`src/rtl/oka_pp_serial_6bit.sv`:
```
// oka_pp_serial_6bit
// Bit-serial generator of the four half-by-half carry-less sub-products
// used by the overlap-free Karatsuba recombination stage. Each operand is
// split into even-indexed (Ae/Be) and odd-indexed (Ao/Bo) coefficient
// halves. One shift-and-XOR step per cycle builds all four products in
// parallel over H cycles. Results are held in output registers and
// qualified by out_valid on a valid/ready handshake.

module oka_pp_serial_6bit #(
  parameter int N = 6
) (
  input  logic         clk,
  input  logic         rst_n,
  input  logic         in_valid,
  output logic         in_ready,
  input  logic [N-1:0] a_in,
  input  logic [N-1:0] b_in,
  output logic         out_valid,
  input  logic         out_ready,
  output logic [N-2:0] pp1,
  output logic [N-2:0] pp2,
  output logic [N-2:0] pp3,
  output logic [N-2:0] pp4
);

  localparam int H  = N / 2;
  localparam int PW = N - 1;
  localparam int CW = (H > 1) ? $clog2(H) : 1;

  localparam logic [CW-1:0] CNT_ZERO = CW'(0);
  localparam logic [CW-1:0] CNT_ONE  = CW'(1);
  localparam logic [CW-1:0] CNT_LAST = CW'(H - 1);

  typedef enum logic [1:0] {
    ST_IDLE = 2'b00,
    ST_BUSY = 2'b01,
    ST_DONE = 2'b10
  } state_t;

  state_t          state_r;
  state_t          state_next_s;
  logic            in_ready_s;
  logic            accept_s;
  logic            last_step_s;
  logic            out_valid_r;

  logic [CW-1:0]   cnt_r;
  logic [H-1:0]    ae_r, ao_r, be_r, bo_r;
  logic [H-1:0]    a_even_s, a_odd_s, b_even_s, b_odd_s;
  logic [PW-1:0]   acc1_r, acc2_r, acc3_r, acc4_r;
  logic [PW-1:0]   acc1_next_s, acc2_next_s, acc3_next_s, acc4_next_s;
  logic [PW-1:0]   ae_sh_s, ao_sh_s;
  logic [PW-1:0]   pp1_r, pp2_r, pp3_r, pp4_r;

  // Split the incoming operands into even- and odd-indexed coefficient halves.
  always_comb begin
    a_even_s = {H{1'b0}};
    a_odd_s  = {H{1'b0}};
    b_even_s = {H{1'b0}};
    b_odd_s  = {H{1'b0}};
    for (int j = 0; j < H; j++) begin
      a_even_s[j] = a_in[2*j];
      a_odd_s[j]  = a_in[2*j+1];
      b_even_s[j] = b_in[2*j];
      b_odd_s[j]  = b_in[2*j+1];
    end
  end

  // One shift-and-XOR step: fold the A halves shifted by cnt into each
  // accumulator, gated by the cnt-th coefficient of the matching B half.
  always_comb begin
    ae_sh_s     = PW'(ae_r) << cnt_r;
    ao_sh_s     = PW'(ao_r) << cnt_r;
    acc1_next_s = acc1_r ^ (be_r[cnt_r] ? ae_sh_s : {PW{1'b0}});
    acc2_next_s = acc2_r ^ (bo_r[cnt_r] ? ae_sh_s : {PW{1'b0}});
    acc3_next_s = acc3_r ^ (be_r[cnt_r] ? ao_sh_s : {PW{1'b0}});
    acc4_next_s = acc4_r ^ (bo_r[cnt_r] ? ao_sh_s : {PW{1'b0}});
  end

  // Next-state and handshake decode; in_ready depends only on state and out_ready.
  always_comb begin
    state_next_s = state_r;
    in_ready_s   = 1'b0;
    last_step_s  = 1'b0;
    case (state_r)
      ST_IDLE: begin
        in_ready_s = 1'b1;
        if (in_valid) begin
          state_next_s = ST_BUSY;
        end else begin
          state_next_s = ST_IDLE;
        end
      end
      ST_BUSY: begin
        in_ready_s = 1'b0;
        if (cnt_r == CNT_LAST) begin
          last_step_s  = 1'b1;
          state_next_s = ST_DONE;
        end else begin
          state_next_s = ST_BUSY;
        end
      end
      ST_DONE: begin
        in_ready_s = out_ready;
        if (out_ready) begin
          if (in_valid) begin
            state_next_s = ST_BUSY;
          end else begin
            state_next_s = ST_IDLE;
          end
        end else begin
          state_next_s = ST_DONE;
        end
      end
      default: begin
        in_ready_s   = 1'b0;
        state_next_s = ST_IDLE;
      end
    endcase
    accept_s = in_valid & in_ready_s;
  end

  // State register and registered out_valid flag.
  always_ff @(posedge clk or negedge rst_n) begin
    if (!rst_n) begin
      state_r     <= ST_IDLE;
      out_valid_r <= 1'b0;
    end else begin
      state_r     <= state_next_s;
      out_valid_r <= (state_next_s == ST_DONE);
    end
  end

  // Operand capture, accumulation steps and result publication.
  always_ff @(posedge clk or negedge rst_n) begin
    if (!rst_n) begin
      cnt_r  <= CNT_ZERO;
      ae_r   <= {H{1'b0}};
      ao_r   <= {H{1'b0}};
      be_r   <= {H{1'b0}};
      bo_r   <= {H{1'b0}};
      acc1_r <= {PW{1'b0}};
      acc2_r <= {PW{1'b0}};
      acc3_r <= {PW{1'b0}};
      acc4_r <= {PW{1'b0}};
      pp1_r  <= {PW{1'b0}};
      pp2_r  <= {PW{1'b0}};
      pp3_r  <= {PW{1'b0}};
      pp4_r  <= {PW{1'b0}};
    end else if (accept_s) begin
      cnt_r  <= CNT_ZERO;
      ae_r   <= a_even_s;
      ao_r   <= a_odd_s;
      be_r   <= b_even_s;
      bo_r   <= b_odd_s;
      acc1_r <= {PW{1'b0}};
      acc2_r <= {PW{1'b0}};
      acc3_r <= {PW{1'b0}};
      acc4_r <= {PW{1'b0}};
    end else if (state_r == ST_BUSY) begin
      acc1_r <= acc1_next_s;
      acc2_r <= acc2_next_s;
      acc3_r <= acc3_next_s;
      acc4_r <= acc4_next_s;
      if (last_step_s) begin
        // Counter wraps to zero so it never leaves 0..H-1.
        cnt_r <= CNT_ZERO;
        pp1_r <= acc1_next_s;
        pp2_r <= acc2_next_s;
        pp3_r <= acc3_next_s;
        pp4_r <= acc4_next_s;
      end else begin
        cnt_r <= cnt_r + CNT_ONE;
      end
    end else begin
      cnt_r <= cnt_r;
    end
  end

  assign in_ready  = in_ready_s;
  assign out_valid = out_valid_r;
  assign pp1       = pp1_r;
  assign pp2       = pp2_r;
  assign pp3       = pp3_r;
  assign pp4       = pp4_r;

endmodule
```
`config.mk`:
```
export PLATFORM = sky130hd
export DESIGN_NAME = oka_pp_serial_6bit
export DESIGN_NICKNAME = d
export VERILOG_FILES = /design/src/rtl/oka_pp_serial_6bit.sv
export SDC_FILE = /design/constraint.sdc
export NUM_CORES = 1
export LEC_CHECK = 0
export ABC_AREA = 1
export BUFFER_PORTS_ARGS = -buffer_cell sky130_fd_sc_hd__clkbuf_2
export CORE_MARGIN = 4
export CORE_UTILIZATION = 60
export CTS_CLUSTER_SIZE = 24
export DETAILED_ROUTE_END_ITERATION = 8
export PLACE_DENSITY = 0.86
export SLEW_MARGIN = 20
export SYNTH_ARGS = -nofsm -noshare
export SYNTH_HDL_FRONTEND = slang
export SYNTH_SLANG_ARGS = --single-unit
export TNS_END_PERCENT = 1
```
`constraint.sdc`:
```
create_clock -name clk -period 2.3 [get_ports clk]
set_clock_uncertainty 0.1 [all_clocks]
set_input_delay 0.46 -clock clk [delete_from_list [all_inputs] [get_ports clk]]
set_output_delay 0.46 -clock clk [all_outputs]
set_load 0.02 [all_outputs]
```
==> impl_results.md <==
- Status: finished clean
- Maxcap violations: 0
- Final Cycle Share: 0.7376
- Critical path fanouts, max: 14
- Critical Path Start: cnt_r[0]
- Final Power: 5.032 mW
- Die ar.: 0.005813 mm^2
- Part of the Yosys area used for sequential elements: 0.5105
- Post-CTS setup repair buffer count: 0
- Ports: 38
- DR vias/cell: 5.234
- Area Overhead vs Synth: 13.79%
- Fill count: 343
- Worst setup SP type: flip-flop
- Fin nets: 416
- Syn Area/Cell: 7.783 um^2
- Arrival time at the worst endpoint: 1820 ps
- Crit path cell chain: inv_2 > nand2_1 > nand2_1 > nor2_1 > nand3_1 > nand3_1 > nand2_1
- Cell count of the worst hold path: 3
- RSZ-0062 raised after global routing: false
- Worst-Margin Slew: 490.1 ps
- CTS Root Cell: clkbuf_8
- Share of cells above drive strength 1: 0.1827
- Die width: 76.24 um
- Post-Syn Nets: 375
- H-tree levels: 3
- Synthesized area: 0.002794 mm^2
- Clock sink count: 57
- Unique cell type count in the Yosys netlist: 21
- Crit-path max cell delay: 540 ps
- Starting Density: 0.6287
- CTS resizes: 0
- Drt drc: 0
- Post-CTS Hold Buffers: 1
- Crit path kind: flip-flop to flip-flop
- Max rail drop VDD: 0.7176 mV
- HPWL after DPL: 4.251 mm
- Worst skew pair latency: 330 ps
- Antenna Nets Post-Route: 0
- Die Span Y: 76.24 um
- Diode count: 0
- Standard-cell row count: 24
- CORE AREA: 0.004444 mm^2
- R2R Path Start: cnt_r[0]
- Global route overflow: 0
- Max-slew violation count: 0
- Met3 usage: 0.04846
- GRT Total Usage: 0.2236
- Largest net degree at the start of global routing: 26
- R2R depth: 7
- Final setup fails: 0
- #FFs+latches synth: 57
- Fmax: 589.5 MHz
- GR Util met2: 0.3524
- Port bufs: 37
- Initial DRC Count: 154
- Worst rel slew slack: 0.6733
- Hold EP: ae_r[1]
- First-pass GRT wire length: 10.42 mm
- Clock Tree Buf Depth: 2
- DP Worst Slack: 617.7 ps
- Multi-input logic area: 0.001131 mm^2
- CP Buf/Inv Count: 1
- Drt wl/cell: 12.88 um
- Routed wire length: 5.888 mm
- Synth Warn #: 0
- RR Endpoint: acc3_r[1]
- Total Neg Setup Slack: 0 ps
- Cts bufs inserted: 9
- Crit. End Element: flip-flop
- CTS tree: built
- Vias in the first global route: 2305
- Clk slew on worst S/H paths: 60 ps
- Cell mode on critical path: nand2_1
- DR vias: 2392
- Top delay family on crit path: simple AND/OR/NAND/NOR gates
- Gr busiest metal: met2
- Initial antenna violation count: 0
- Gpl congestion: 0.8960
- Final WS setup: 603.6 ps
- Hold Fails Final Rpt: 0
- Worst EP required: 2420 ps
- R2r setup slk: 600 ps
- Hold Startpoint: a_in[2]
- PD cells: 1583 mW/mm^2
- Sequential Area: 0.001426 mm^2
- Min Tclk post-route: 1696 ps
- Mapped Cells: 359
- TritonRoute pass-1 iters: 4
- Crit-path slowest cell: dfrtp_1
- HP Class: input pin to flip-flop
- Met1 Track Usage GR: 0.2903
- Lkg Pwr: 1.805 nW
[synthesized netlist by cell type]
library cell,count,share of area
a21oi_1,13,0.023
a21oi_2,1,0.0031
buf_2,9,0.016
buf_4,2,0.0054
buf_6,3,0.012
dfrtp_1,57,0.51
inv_1,33,0.044
inv_2,5,0.0067
nand2_1,139,0.19
nand2_2,1,0.0022
nand2_4,3,0.012
nand3_1,56,0.10
nand3_2,2,0.0072
nand4_1,2,0.0045
nor2_1,17,0.023
nor2_2,1,0.0022
nor2_4,2,0.0081
nor3_2,2,0.0072
o21ai_0,7,0.013
xnor2_1,2,0.0063
xor2_1,2,0.0063
[layout make-up]
type	count	area share
Sequential cell	57	0.4486
Tap cell	52	0.02046
Clock buffer	13	0.04998
Timing Repair Buffer	44	0.07556
Clock inverter	3	0.004723
Inverter	38	0.04486
Multi-Input combinational cell	250	0.3558
[worst min-delay path, stage by stage]
cell and delay [ps]:
clkbuf_2 80, nor2_1 90, a21oi_1 40
[per-stage QoR]
step | area, um^2 | hold WS, ps | util | instances
detailed placement | 2995 | 345.6 | 0.6740 | 440
finish | 3179 | 278.5 | 0.7154 | 457
global route | 3179 | 281.5 | 0.7154 | 457
CTS | 3179 | 267.1 | 0.7154 | 457
global placement | 2995 | 340.5 | 0.6740 | 440
floorplan | 2794 | 64.41 | - | 359
[sequential cells by signal, indices dropped and copies added (netlist names), 3 cells and up]
signal  flops
acc1_r      5
acc2_r      5
acc3_r      5
acc4_r      5
pp1         5
pp2         5
pp3         5
pp4         5
ae_r        3
ao_r        3
be_r        3
bo_r        3
[report_power, final]
group          switching [mW]  internal, mW
Sequential              0.312          1.46
Combinational            1.67         0.774
Clock                   0.375         0.445
[layout by cell type, fill, tap and decap left out]
cell type | netlist | final
nand2_4 | 3 | 3
inv_1 | 33 | 33
dfrtp_1 | 57 | 57
nand3_2 | 2 | 2
a21oi_1 | 13 | 13
nor3_2 | 2 | 2
nand2_2 | 1 | 1
inv_2 | 5 | 5
xor2_1 | 2 | 2
clkinv_2 | 0 | 3
o21ai_0 | 7 | 7
nand3_1 | 56 | 56
clkbuf_8 | 0 | 11
nand2_1 | 139 | 139
xnor2_1 | 2 | 2
nand4_1 | 2 | 2
nor2_4 | 2 | 2
a21oi_2 | 1 | 1
clkbuf_2 | 0 | 37
nor2_2 | 1 | 1
clkbuf_1 | 0 | 2
buf_4 | 2 | 6
dlygate4sd3_1 | 0 | 1
nor2_1 | 17 | 17
[how the worst max path moves through the flow]
| stage | slack (ps) | end | cells past startpoint |
|---|---|---|---|
| 6_report | 600 | acc3_r[1] | 7 |
| 5_1_grt | 400 | pp2[1] | 7 |
| 4_1_cts | 590 | in_ready | 2 |
| 3_5_place_dp | 620 | pp1[2] | 8 |
| 3_3_place_gp | 690 | pp3[2] | 8 |
| 2_1_floorplan | 730 | acc3_r[4] | 8 |
[metal layers]
metal	wire, um	vias up	part of all wire
met1	2572	1087	0.44
met5	0	-	0
met4	128	0	0.022
met3	418	15	0.071
li1	-	1205	-
met2	2769	85	0.47
[cells by family (layout without fill, tap and decap cells)]
| family | Yosys count | in the layout | share of synthesized area |
|---|---|---|---|
| flops | 57 | 57 | 0.5105 |
| simple gates | 225 | 225 | 0.3533 |
| xor+xnor | 4 | 4 | 0.01254 |
| buf+inv | 52 | 98 | 0.08464 |
| compound gates | 21 | 21 | 0.03896 |
(Power assumes the default switching activity.)
